`src/rtl/rom_dl_pkg.sv`:
```
// Purpose: shared types for the ROM download sequencer (FSM states, FIFO entry layout).
// Latency: n/a (types only).
// Backpressure: n/a (types only).
package rom_dl_pkg;

    localparam int DL_ADDR_W = 25;

    typedef enum logic [2:0] {
        IDLE  = 3'd0,
        LOAD  = 3'd1,
        FLUSH = 3'd2,
        HOLD  = 3'd3,
        RUN   = 3'd4
    } dl_state_t;

    // One queued ROM write: core address and data byte.
    typedef struct packed {
        logic [15:0] addr;
        logic [7:0]  data;
    } dl_entry_t;

endpackage

```
`src/rtl/dl_fifo.sv`:
```
// Purpose: small synchronous FIFO of ROM write entries; head is visible combinationally on rd_dat.
// Latency: an entry pushed at an edge is readable at the head from the next cycle.
// Backpressure: push is ignored when full unless a pop happens in the same cycle (occupancy is taken after the pop).
//
// Ports: clk_sys/reset_n clock and async active-low reset; push/wr_dat enqueue; pop dequeues
// the head (rd_dat); count is current occupancy; full/empty are decoded from count.
module dl_fifo
    import rom_dl_pkg::*;
#(
    parameter int DEPTH = 4
) (
    input  logic                     clk_sys,
    input  logic                     reset_n,
    input  logic                     push,
    input  logic                     pop,
    input  dl_entry_t                wr_dat,
    output dl_entry_t                rd_dat,
    output logic [$clog2(DEPTH):0]   count,
    output logic                     full,
    output logic                     empty
);

    localparam int PTR_W = $clog2(DEPTH);
    localparam logic [PTR_W:0]   CNT_ONE = (PTR_W + 1)'(1);
    localparam logic [PTR_W-1:0] PTR_ONE = PTR_W'(1);

    dl_entry_t        mem [DEPTH];
    logic [PTR_W-1:0] wr_ptr;
    logic [PTR_W-1:0] rd_ptr;
    logic             do_push;
    logic             do_pop;

    assign empty   = (count == '0);
    assign full    = (count == (PTR_W + 1)'(DEPTH));
    assign do_pop  = pop && !empty;
    assign do_push = push && (!full || do_pop);
    assign rd_dat  = mem[rd_ptr];

    // DEPTH is a power of two, so the pointers wrap by plain overflow.
    always_ff @(posedge clk_sys or negedge reset_n) begin
        if (!reset_n) begin
            wr_ptr <= '0;
            rd_ptr <= '0;
            count  <= '0;
        end else begin
            if (do_push) wr_ptr <= wr_ptr + PTR_ONE;
            if (do_pop)  rd_ptr <= rd_ptr + PTR_ONE;
            case ({do_push, do_pop})
                2'b10:   count <= count + CNT_ONE;
                2'b01:   count <= count - CNT_ONE;
                default: count <= count;
            endcase
        end
    end

    // Storage needs no reset: it is only read while count says it holds valid data.
    always_ff @(posedge clk_sys) begin
        if (do_push) mem[wr_ptr] <= wr_dat;
    end

endmodule

```
`src/rtl/rom_dl_ctrl.sv`:
```
// Purpose: ROM download sequencer: buffers HPS ioctl bytes and writes them into the core ROM port, holding the core in reset around the download.
// Latency: 2 cycles from ioctl_wr to dn_wr with an empty FIFO and dn_ready high (push, then registered pop).
// Backpressure: ioctl_wait asserts once occupancy reaches DEPTH-1; bytes arriving into a full FIFO are dropped and flagged in err_ovf.
//
// Ports: clk_sys/reset_n clock and async active-low reset; ioctl_* HPS download stream in, ioctl_wait out;
// dn_ready slot grant in, dn_addr/dn_data/dn_wr ROM write out; core_reset, dl_done, err_range, err_ovf, checksum status out.
module rom_dl_ctrl
    import rom_dl_pkg::*;
#(
    parameter int          DEPTH    = 4,
    parameter logic [15:0] ROM_SIZE = 16'hC000,
    parameter int          HOLD_CYC = 256
) (
    input  logic                 clk_sys,
    input  logic                 reset_n,
    input  logic                 ioctl_download,
    input  logic                 ioctl_wr,
    input  logic [DL_ADDR_W-1:0] ioctl_addr,
    input  logic [7:0]           ioctl_dout,
    output logic                 ioctl_wait,
    input  logic                 dn_ready,
    output logic [15:0]          dn_addr,
    output logic [7:0]           dn_data,
    output logic                 dn_wr,
    output logic                 core_reset,
    output logic                 dl_done,
    output logic                 err_range,
    output logic                 err_ovf,
    output logic [15:0]          checksum
);

    localparam int                CNT_W     = $clog2(DEPTH) + 1;
    localparam int                HOLD_W    = $clog2(HOLD_CYC + 1);
    localparam logic [HOLD_W-1:0] HOLD_LOAD = HOLD_W'(HOLD_CYC - 1);
    localparam logic [CNT_W-1:0]  WAIT_LVL  = CNT_W'(DEPTH - 1);

    dl_state_t         state;
    logic              dl_prev;
    logic [HOLD_W-1:0] hold_cnt;

    dl_entry_t         push_dat;
    dl_entry_t         head_dat;
    logic [CNT_W-1:0]  fifo_count;
    logic              fifo_full;
    logic              fifo_empty;

    logic              in_range;
    logic              wr_load;
    logic              push;
    logic              pop;
    logic              ovf;
    logic              dl_rise;
    logic              go_load;
    logic [CNT_W-1:0]  count_nxt;

    assign in_range = (ioctl_addr < {{(DL_ADDR_W - 16){1'b0}}, ROM_SIZE});
    assign wr_load  = (state == LOAD) && ioctl_wr;
    assign pop      = !fifo_empty && dn_ready;
    // A pop in the same cycle frees the slot, so a full FIFO still accepts the push.
    assign push     = wr_load && in_range && (!fifo_full || pop);
    assign ovf      = wr_load && in_range && fifo_full && !pop;
    assign dl_rise  = ioctl_download && !dl_prev;
    assign push_dat = '{addr: ioctl_addr[15:0], data: ioctl_dout};
    assign count_nxt = fifo_count + CNT_W'(push) - CNT_W'(pop);

    // IDLE enters LOAD on the download level (covers a download already active
    // at reset release); the other non-LOAD states need a fresh rising edge.
    assign go_load = ((state == IDLE) && ioctl_download) ||
                     (((state == FLUSH) || (state == HOLD) || (state == RUN)) && dl_rise);

    dl_fifo #(
        .DEPTH (DEPTH)
    ) u_fifo (
        .clk_sys (clk_sys),
        .reset_n (reset_n),
        .push    (push),
        .pop     (pop),
        .wr_dat  (push_dat),
        .rd_dat  (head_dat),
        .count   (fifo_count),
        .full    (fifo_full),
        .empty   (fifo_empty)
    );

    // Write port and backpressure: drain the head whenever the core grants a slot.
    always_ff @(posedge clk_sys or negedge reset_n) begin
        if (!reset_n) begin
            dn_wr      <= 1'b0;
            dn_addr    <= '0;
            dn_data    <= '0;
            ioctl_wait <= 1'b0;
            dl_prev    <= 1'b0;
        end else begin
            dn_wr <= pop;
            if (pop) begin
                dn_addr <= head_dat.addr;
                dn_data <= head_dat.data;
            end
            ioctl_wait <= (count_nxt >= WAIT_LVL);
            dl_prev    <= ioctl_download;
        end
    end

    // Sequencer FSM with core reset, hold timer, checksum and sticky errors.
    always_ff @(posedge clk_sys or negedge reset_n) begin
        if (!reset_n) begin
            state      <= IDLE;
            hold_cnt   <= '0;
            core_reset <= 1'b1;
            dl_done    <= 1'b0;
            checksum   <= '0;
            err_range  <= 1'b0;
            err_ovf    <= 1'b0;
        end else begin
            dl_done <= 1'b0;
            if (go_load) begin
                state      <= LOAD;
                core_reset <= 1'b1;
                checksum   <= '0;
                err_range  <= 1'b0;
                err_ovf    <= 1'b0;
            end else begin
                case (state)
                    IDLE: begin
                        // Power-on: run the same hold sequence as after a download.
                        state    <= HOLD;
                        hold_cnt <= HOLD_LOAD;
                    end
                    LOAD: begin
                        if (push)                 checksum  <= checksum + {8'h00, ioctl_dout};
                        if (wr_load && !in_range) err_range <= 1'b1;
                        if (ovf)                  err_ovf   <= 1'b1;
                        if (!ioctl_download)      state     <= FLUSH;
                    end
                    FLUSH: begin
                        // Looking at post-pop occupancy makes the cycle of the last
                        // write the first hold cycle.
                        if (count_nxt == '0) begin
                            state    <= HOLD;
                            hold_cnt <= HOLD_LOAD;
                        end
                    end
                    HOLD: begin
                        if (hold_cnt == '0) begin
                            state      <= RUN;
                            core_reset <= 1'b0;
                            dl_done    <= 1'b1;
                        end else begin
                            hold_cnt <= hold_cnt - HOLD_W'(1);
                        end
                    end
                    RUN: begin
                        core_reset <= 1'b0;
                    end
                    default: begin
                        state      <= IDLE;
                        core_reset <= 1'b1;
                    end
                endcase
            end
        end
    end

endmodule
```
`config.mk`:
```
export PLATFORM = sky130hd
export DESIGN_NAME = rom_dl_ctrl
export DESIGN_NICKNAME = d
export VERILOG_FILES = /design/src/rtl/rom_dl_pkg.sv /design/src/rtl/dl_fifo.sv /design/src/rtl/rom_dl_ctrl.sv
export SDC_FILE = /design/constraint.sdc
export NUM_CORES = 1
export LEC_CHECK = 0
export ABC_CLOCK_PERIOD_IN_PS = 4370
export CAP_MARGIN = 20
export CORE_MARGIN = 3
export CORE_UTILIZATION = 33
export CTS_BUF_LIST = sky130_fd_sc_hd__clkbuf_16
export CTS_CLUSTER_SIZE = 10
export DETAILED_ROUTE_END_ITERATION = 12
export GPL_TIMING_DRIVEN = 1
export PLACE_DENSITY = 0.62
export SETUP_SLACK_MARGIN = 0.2
export SKIP_CTS_REPAIR_TIMING = 1
export SLEW_MARGIN = 20
export SYNTH_ARGS = -nofsm -noshare
export SYNTH_HDL_FRONTEND = slang
export SYNTH_SLANG_ARGS = --single-unit
```
`constraint.sdc`:
```
create_clock -name clk_sys -period 4.37 [get_ports clk_sys]
set_input_delay 0.874 -clock clk_sys [delete_from_list [all_inputs] [get_ports clk_sys]]
set_output_delay 0.874 -clock clk_sys [all_outputs]
set_load 0.005 [all_outputs]
```
==> impl_metrics.toml, run 1 <==
[place]
portBuffers = 83
gp_congestion = 0.762
dp.cells = 825
hpwl_microns = 9380

[die]
fp.dieW_microns = 150
dieArea_sq_um = 22500
num_rows = 52
io-pin-count = 84
coreArea_sq_um = 20300
start_util_pct = 33.8
die_h_microns = 150

[yosys]
syn_area_sq_um = 6860
synth_cells = 480
synthFlopType = "edfxtp_1"
ys_seq_area_share_pct = 66.1
yosys.cell_types.count = 57
synth_edf_count = 96
ys_seq_elements = 162
synthArstFlopShare_pct = 40.7
yosysWarnings = 0
synth_nets = 537
avgSynthCellArea_sq_um = 14.3

[power]
power.leakage_nw = 3.28
intPower_mw = 3.24
switching_share_pct = 27.7
vdd_drop_max_mv = 0.283
power.density_nw_per_um2 = 520
p_seq_share_pct = 44.6
clkPwrFrac_pct = 33.4
comb_power_share_pct = 22.0
power_switching_mw = 1.24

[clock_network]
h-tree-depth = 4
cts_root_buf = "clkbuf_16"
clkSinkCount = 162
cts_tree = "done"
numCtsBuffers = 17
path_clk_slew_ps = 70
clock_latency_ps = 420
clk_path_buf_depth = 2

[layout]
mostFrequentLayoutCell = "nand2_1"
fin_cells = 857
fin_util_pct = 42.4
fin_nets = 631
nFillCells = 1865
drive_gt1_share_pct = 13.3
layout_common_cells = "97 x nand2_1, 96 x edfxtp_1, 82 x clkdlybuf4s50_1, 64 x dfrtp_1"
area_growth_syn_to_layout_pct = 25.7
n_antenna_cell = 0

[critical_path]
criticalPathCategory = "in -> reg"
path_cells = "clkdlybuf4s50_1, or4b_1, nand2_4, clkinv_1, ha_1, fa_1, xnor3_1, nor4_1, a21oi_1, nor2b_1, o21a_1"
crit_fanout = 16
startpoint_type = "input port"
crit_path_end_kind = "register"
crit_arrival_ps = 3950
r2r-end = "hold_cnt[8]"
worst-r2r-cell-count = 10
worstSetupStartpoint = "dn_ready"
cpPeakStageDelay_ps = 650
critPathTopFamily = "simple AND/OR/NAND/NOR gates"
cp_num_buf_inv = 2
reg2reg_slack_ps = 1160
path_depth = 11
endpoint = "hold_cnt[8]"
required_ps = 4680
reg2reg_from = "u_fifo.count[1]"
slowest_stage = "or4b_1"

[timing]
maxSlewHeadroom_pct = 38.8
finalHoldViolCount = 0
setup_tns_ps = 0
final_max_slew_viol_count = 0
max_freq_mhz = 275
whs_ps = 473
rsz0062_at_grt = "no"
timing.final.crit_share_pct = 83.2
tightestPinTransition_ps = 919
setup_viol = 0
period_minus_slack_ps = 3640
final.setup_skew_ps = 8.83

[global_route]
grt_pass1_vias = 4433
grt-ovfl-total = 0
grt_pass1_wl_microns = 23700
grt.total_usage_pct = 13.8
antenna_found_initial = 0
grt_max_degree = 67

[routing]
post-route-drc-count = 0
postRouteWirelength_microns = 14700
vias = 4201
first_iter_violations = 213
vias_per_cell = 4.90
wl_per_cell_microns = 17.1
detail-route-antenna-nets = 0
drt-pass1-iter-count = 5

[hold_path]
min-delay-start = "dn_addr[9]"
hp-class = "reg -> reg"

[run]
drv_cap = 0

[run_status]
status = "completed"
sequential cells by signal, indices dropped and copies added, names as in the netlist, 2 cells and up:
| register | count |
|---|---|
| checksum | 16 |
| dn_addr | 16 |
| dn_data | 8 |
| hold_cnt | 9 |
| state | 3 |
| u_fifo.count | 3 |
| u_fifo.mem | 96 |
| u_fifo.rd_ptr | 2 |
| u_fifo.wr_ptr | 2 |
metal layers:
metal	global-route usage (%)	wire length [microns]
met3	4.12	739
met1	17.4	6440
met4	3.75	115
met5	0	0
met2	23.3	7350
cell usage after synthesis, drive strengths merged, types with 2 or more instances:
| cell type | count | area, sq um |
|---|---|---|
| dfrtp | 65 | 1630 |
| clkinv | 2 | 7.51 |
| a21o | 5 | 37.5 |
| and3 | 10 | 62.6 |
| mux2i | 2 | 20.0 |
| nor2 | 13 | 48.8 |
| or4b | 2 | 23.8 |
| edfxtp | 96 | 2880 |
| a22o | 2 | 17.5 |
| or4 | 3 | 22.5 |
| clkbuf | 9 | 37.5 |
| nor2b | 3 | 18.8 |
| a31o | 2 | 17.5 |
| nor3 | 5 | 25.0 |
| or3 | 4 | 25.0 |
| nor3b | 2 | 15.0 |
| xnor2 | 8 | 70.1 |
| xor2 | 6 | 52.6 |
| o31ai | 4 | 35.0 |
| nor4 | 4 | 31.3 |
| o21ba | 2 | 20.0 |
| nand4 | 4 | 25.0 |
| inv | 13 | 48.8 |
| buf | 9 | 56.3 |
| nand3 | 5 | 25.0 |
| nand3b | 3 | 22.5 |
| nand2 | 98 | 375 |
| o21a | 3 | 22.5 |
| ha | 16 | 200 |
| fa | 3 | 60.1 |
| o21ai | 10 | 50.1 |
| a211oi | 4 | 30.0 |
| a21oi | 24 | 120 |
| mux4 | 24 | 541 |
area by class of cell:
type                    instances  area (sq um)  area share (%)
flip-flops and latches        162          4540            52.7
repair buffers                 93           903            10.5
clock buffers                  17           425            4.94
inverters                      15          56.3           0.654
multi-input cells             285          2180            25.4
well taps                     270           338            3.92
clock inverters                15           171            1.99
cell families (layout without fill, tap and decap cells):
family                   after synthesis  after routing  share of synthesized area (%)
AO/OA/AOI/OAI                         62             62                           6.11
AND/OR/NAND/NOR                      163            163                           11.5
adder cells (fa/ha/maj)               19             19                           3.80
flip-flops                           162            162                           66.1
buffers and inverters                 33            140                           2.19
multiplexers                          26             26                           8.18
XOR/XNOR                              15             15                           2.12
how the worst min path moves through the flow:
| stage | to | slack, ps | cells past startpoint |
|---|---|---|---|
| final | dn_addr[9] | 470 | 2 |
| after global routing | checksum[15] | 500 | 1 |
| after CTS | dn_addr[9] | 480 | 2 |
| after detailed placement | dn_addr[9] | 460 | 2 |
| after global placement | dn_addr[3] | 460 | 2 |
| after floorplan | hold_cnt[8] | 460 | 1 |
power by group through the flow:
stage | Sequential (mW) | Clock (mW) | Combinational (mW)
detailed placement | 2.04 | 0 | 1.00
finish | 2.00 | 1.50 | 0.985
global route | 2.04 | 1.60 | 1.11
floorplan | 1.91 | 0 | 0.660
global placement | 2.03 | 0 | 0.983
CTS | 2.01 | 1.53 | 1.01
per-stage QoR:
stage / total power [mW] / setup WS [ps] / instance area [sq um]
5_1_grt: 4.75 / 458 / 8620
2_1_floorplan: 2.57 / 851 / 6860
6_report: 4.48 / 734 / 8620
3_5_place_dp: 3.04 / 232 / 8010
4_1_cts: 4.55 / 659 / 8610
3_3_place_gp: 3.01 / 327 / 8010
worst reg2reg max path, delay by kind of cell, from the launching register on:
kind,cells,cell delay (ps)
flip-flops,1,460
AND/OR/NAND/NOR,4,1360
buffers and inverters,1,120
AO/OA/AOI/OAI,2,360
adder cells (fa/ha/maj),2,590
XOR/XNOR,1,220
Note: power is estimated with default switching activity, not from simulation.
==> inputs of run 2 (changes only) <==
--- a/config.mk
+++ b/config.mk
@@ -5,7 +5,7 @@
 export SDC_FILE = /design/constraint.sdc
 export NUM_CORES = 1
 export LEC_CHECK = 0
-export ABC_CLOCK_PERIOD_IN_PS = 4370
+export ABC_CLOCK_PERIOD_IN_PS = 3590
 export CAP_MARGIN = 20
 export CORE_MARGIN = 3
 export CORE_UTILIZATION = 33
==> constraint.sdc (replaced) <==
create_clock -name clk_sys -period 3.59 [get_ports clk_sys]
set_input_delay 0.718 -clock clk_sys [delete_from_list [all_inputs] [get_ports clk_sys]]
set_output_delay 0.718 -clock clk_sys [all_outputs]
set_load 0.005 [all_outputs]
==> impl_metrics.toml, run 2 (synthesized netlist as in run 1, its figures left out) <==
[global_route]
antenna_found_initial = 0
grt_pass1_vias = 4240
grt-ovfl-total = 0
grt.total_usage_pct = 13.0
grt_max_degree = 43
grt_pass1_wl_microns = 22400

[die]
die_h_microns = 150
coreArea_sq_um = 20300
start_util_pct = 33.8
num_rows = 52
fp.dieW_microns = 150
dieArea_sq_um = 22500
io-pin-count = 84

[layout]
fin_nets = 639
drive_gt1_share_pct = 13.9
mostFrequentLayoutCell = "nand2_1"
n_antenna_cell = 0
largest_reg_flops = 96
nFillCells = 1852
reg.largest.list = "u_fifo.mem: 96 flops, checksum: 16 flops, dn_addr: 16 flops"
fin_cells = 865
layout_common_cells = "97 x nand2_1, 96 x edfxtp_1, 82 x clkdlybuf4s50_1, 64 x dfrtp_1"
regMostFlops = "u_fifo.mem"
area_growth_syn_to_layout_pct = 26.4

[routing]
detail-route-antenna-nets = 0
vias_per_cell = 4.85
postRouteWirelength_microns = 14000
drt-pass1-iter-count = 5
first_iter_violations = 191
wl_per_cell_microns = 16.2
post-route-drc-count = 0
vias = 4196

[timing]
whs_ps = 327
final.setup_skew_ps = 12.2
max_freq_mhz = 314
rsz0062_at_grt = "no"
maxSlewHeadroom_pct = 40.9
setup_viol = 0
tightestPinTransition_ps = 887
final_max_slew_viol_count = 0
timing.final.crit_share_pct = 88.8
period_minus_slack_ps = 3190
finalHoldViolCount = 0

[clock_network]
cts_tree = "done"
clkSinkCount = 162
numCtsBuffers = 17
clock_latency_ps = 420
h-tree-depth = 4
clk_path_buf_depth = 2
cts_root_buf = "clkbuf_16"
path_clk_slew_ps = 60

[place]
gp_congestion = 0.749
dp.cells = 833
hpwl_microns = 9250
portBuffers = 83

[critical_path]
crit_arrival_ps = 3490
required_ps = 3890
critPathTopFamily = "simple AND/OR/NAND/NOR gates"
slowest_stage = "fa_1"
crit_fanout = 3
cpPeakStageDelay_ps = 450
startpoint_type = "input port"
criticalPathCategory = "in -> reg"
cp_num_buf_inv = 3
path_cells = "clkdlybuf4s50_1, a211oi_1, buf_4, and4_4, nand2_4, clkinv_1, ha_1, fa_1, nor4_2, a21oi_1, nor2b_1, o21a_1"
crit_path_end_kind = "register"

[run]
drv_cap = 0

[power]
vdd_drop_max_mv = 0.318
power.density_nw_per_um2 = 621
power.leakage_nw = 3.31

[run_status]
status = "completed"

[hold_path]
hp-class = "in -> async"
==> run 2: changes by cell type in the layout (fill, tap and decap cells not counted), moves of 2 or more <==
cell and delta:
buf_4 +6, clkinvlp_4 +3, inv_1 +3, inv_8 -2, inv_6 -3
==> run 2: worst paths after layout <==
check | start | endpoint | slack, ps | depth (start not counted)
setup / recovery | ioctl_addr[14] | hold_cnt[8] | 400 | 12
hold / removal | reset_n | dn_addr[3] | 330 | 1
setup reg to reg | u_fifo.count[1] | hold_cnt[8] | 700 | 9
hold reg to reg | dn_addr[10] | dn_addr[10] | 470 | 2
max in group asynchronous | reset_n | core_reset | 2550 | 2
min in group clk_sys | dn_addr[10] | dn_addr[10] | 470 | 2
==> run 2: routing by layer <==
| layer | track usage [%] | routed length [microns] |
|---|---|---|
| met5 | 0 | 0 |
| met1 | 16.7 | 6180 |
| met3 | 2.92 | 532 |
| met4 | 4.71 | 186 |
| met2 | 21.9 | 7150 |
==> run 2: cell type report <==
cell class / count / area (sq um) / share of cell area (%)
Tap cell: 270 / 338 / 3.90
Clock buffer: 17 / 425 / 4.91
Timing Repair Buffer: 101 / 973 / 11.2
Clock inverter: 15 / 148 / 1.70
Multi-Input combinational cell: 285 / 2190 / 25.2
Inverter: 15 / 56.3 / 0.650
Sequential cell: 162 / 4540 / 52.4
==> run 2: power by group <==
part           switching (mW)  total [mW]  internal [mW]  leakage [nW]
clock                   0.717        1.74           1.02         0.279
combinational           0.513        1.25          0.734          1.36
sequential              0.221        2.40           2.17          1.67
total                    1.45        5.38           3.93          3.31
==> run 2: through the flow <==
step | utilization (%) | setup TNS (ps) | worst slack [ps] | instance area (sq um) | total power [mW]
2_1_floorplan | - | 0 | 284 | 6870 | 3.14
3_3_place_gp | 39.8 | -57.1 | -57.1 | 8080 | 3.67
3_5_place_dp | 39.8 | -182 | -109 | 8080 | 3.71
4_1_cts | 42.6 | 0 | 305 | 8660 | 5.46
5_1_grt | 42.7 | 0 | 251 | 8660 | 5.70
6_report | 42.7 | 0 | 402 | 8660 | 5.38
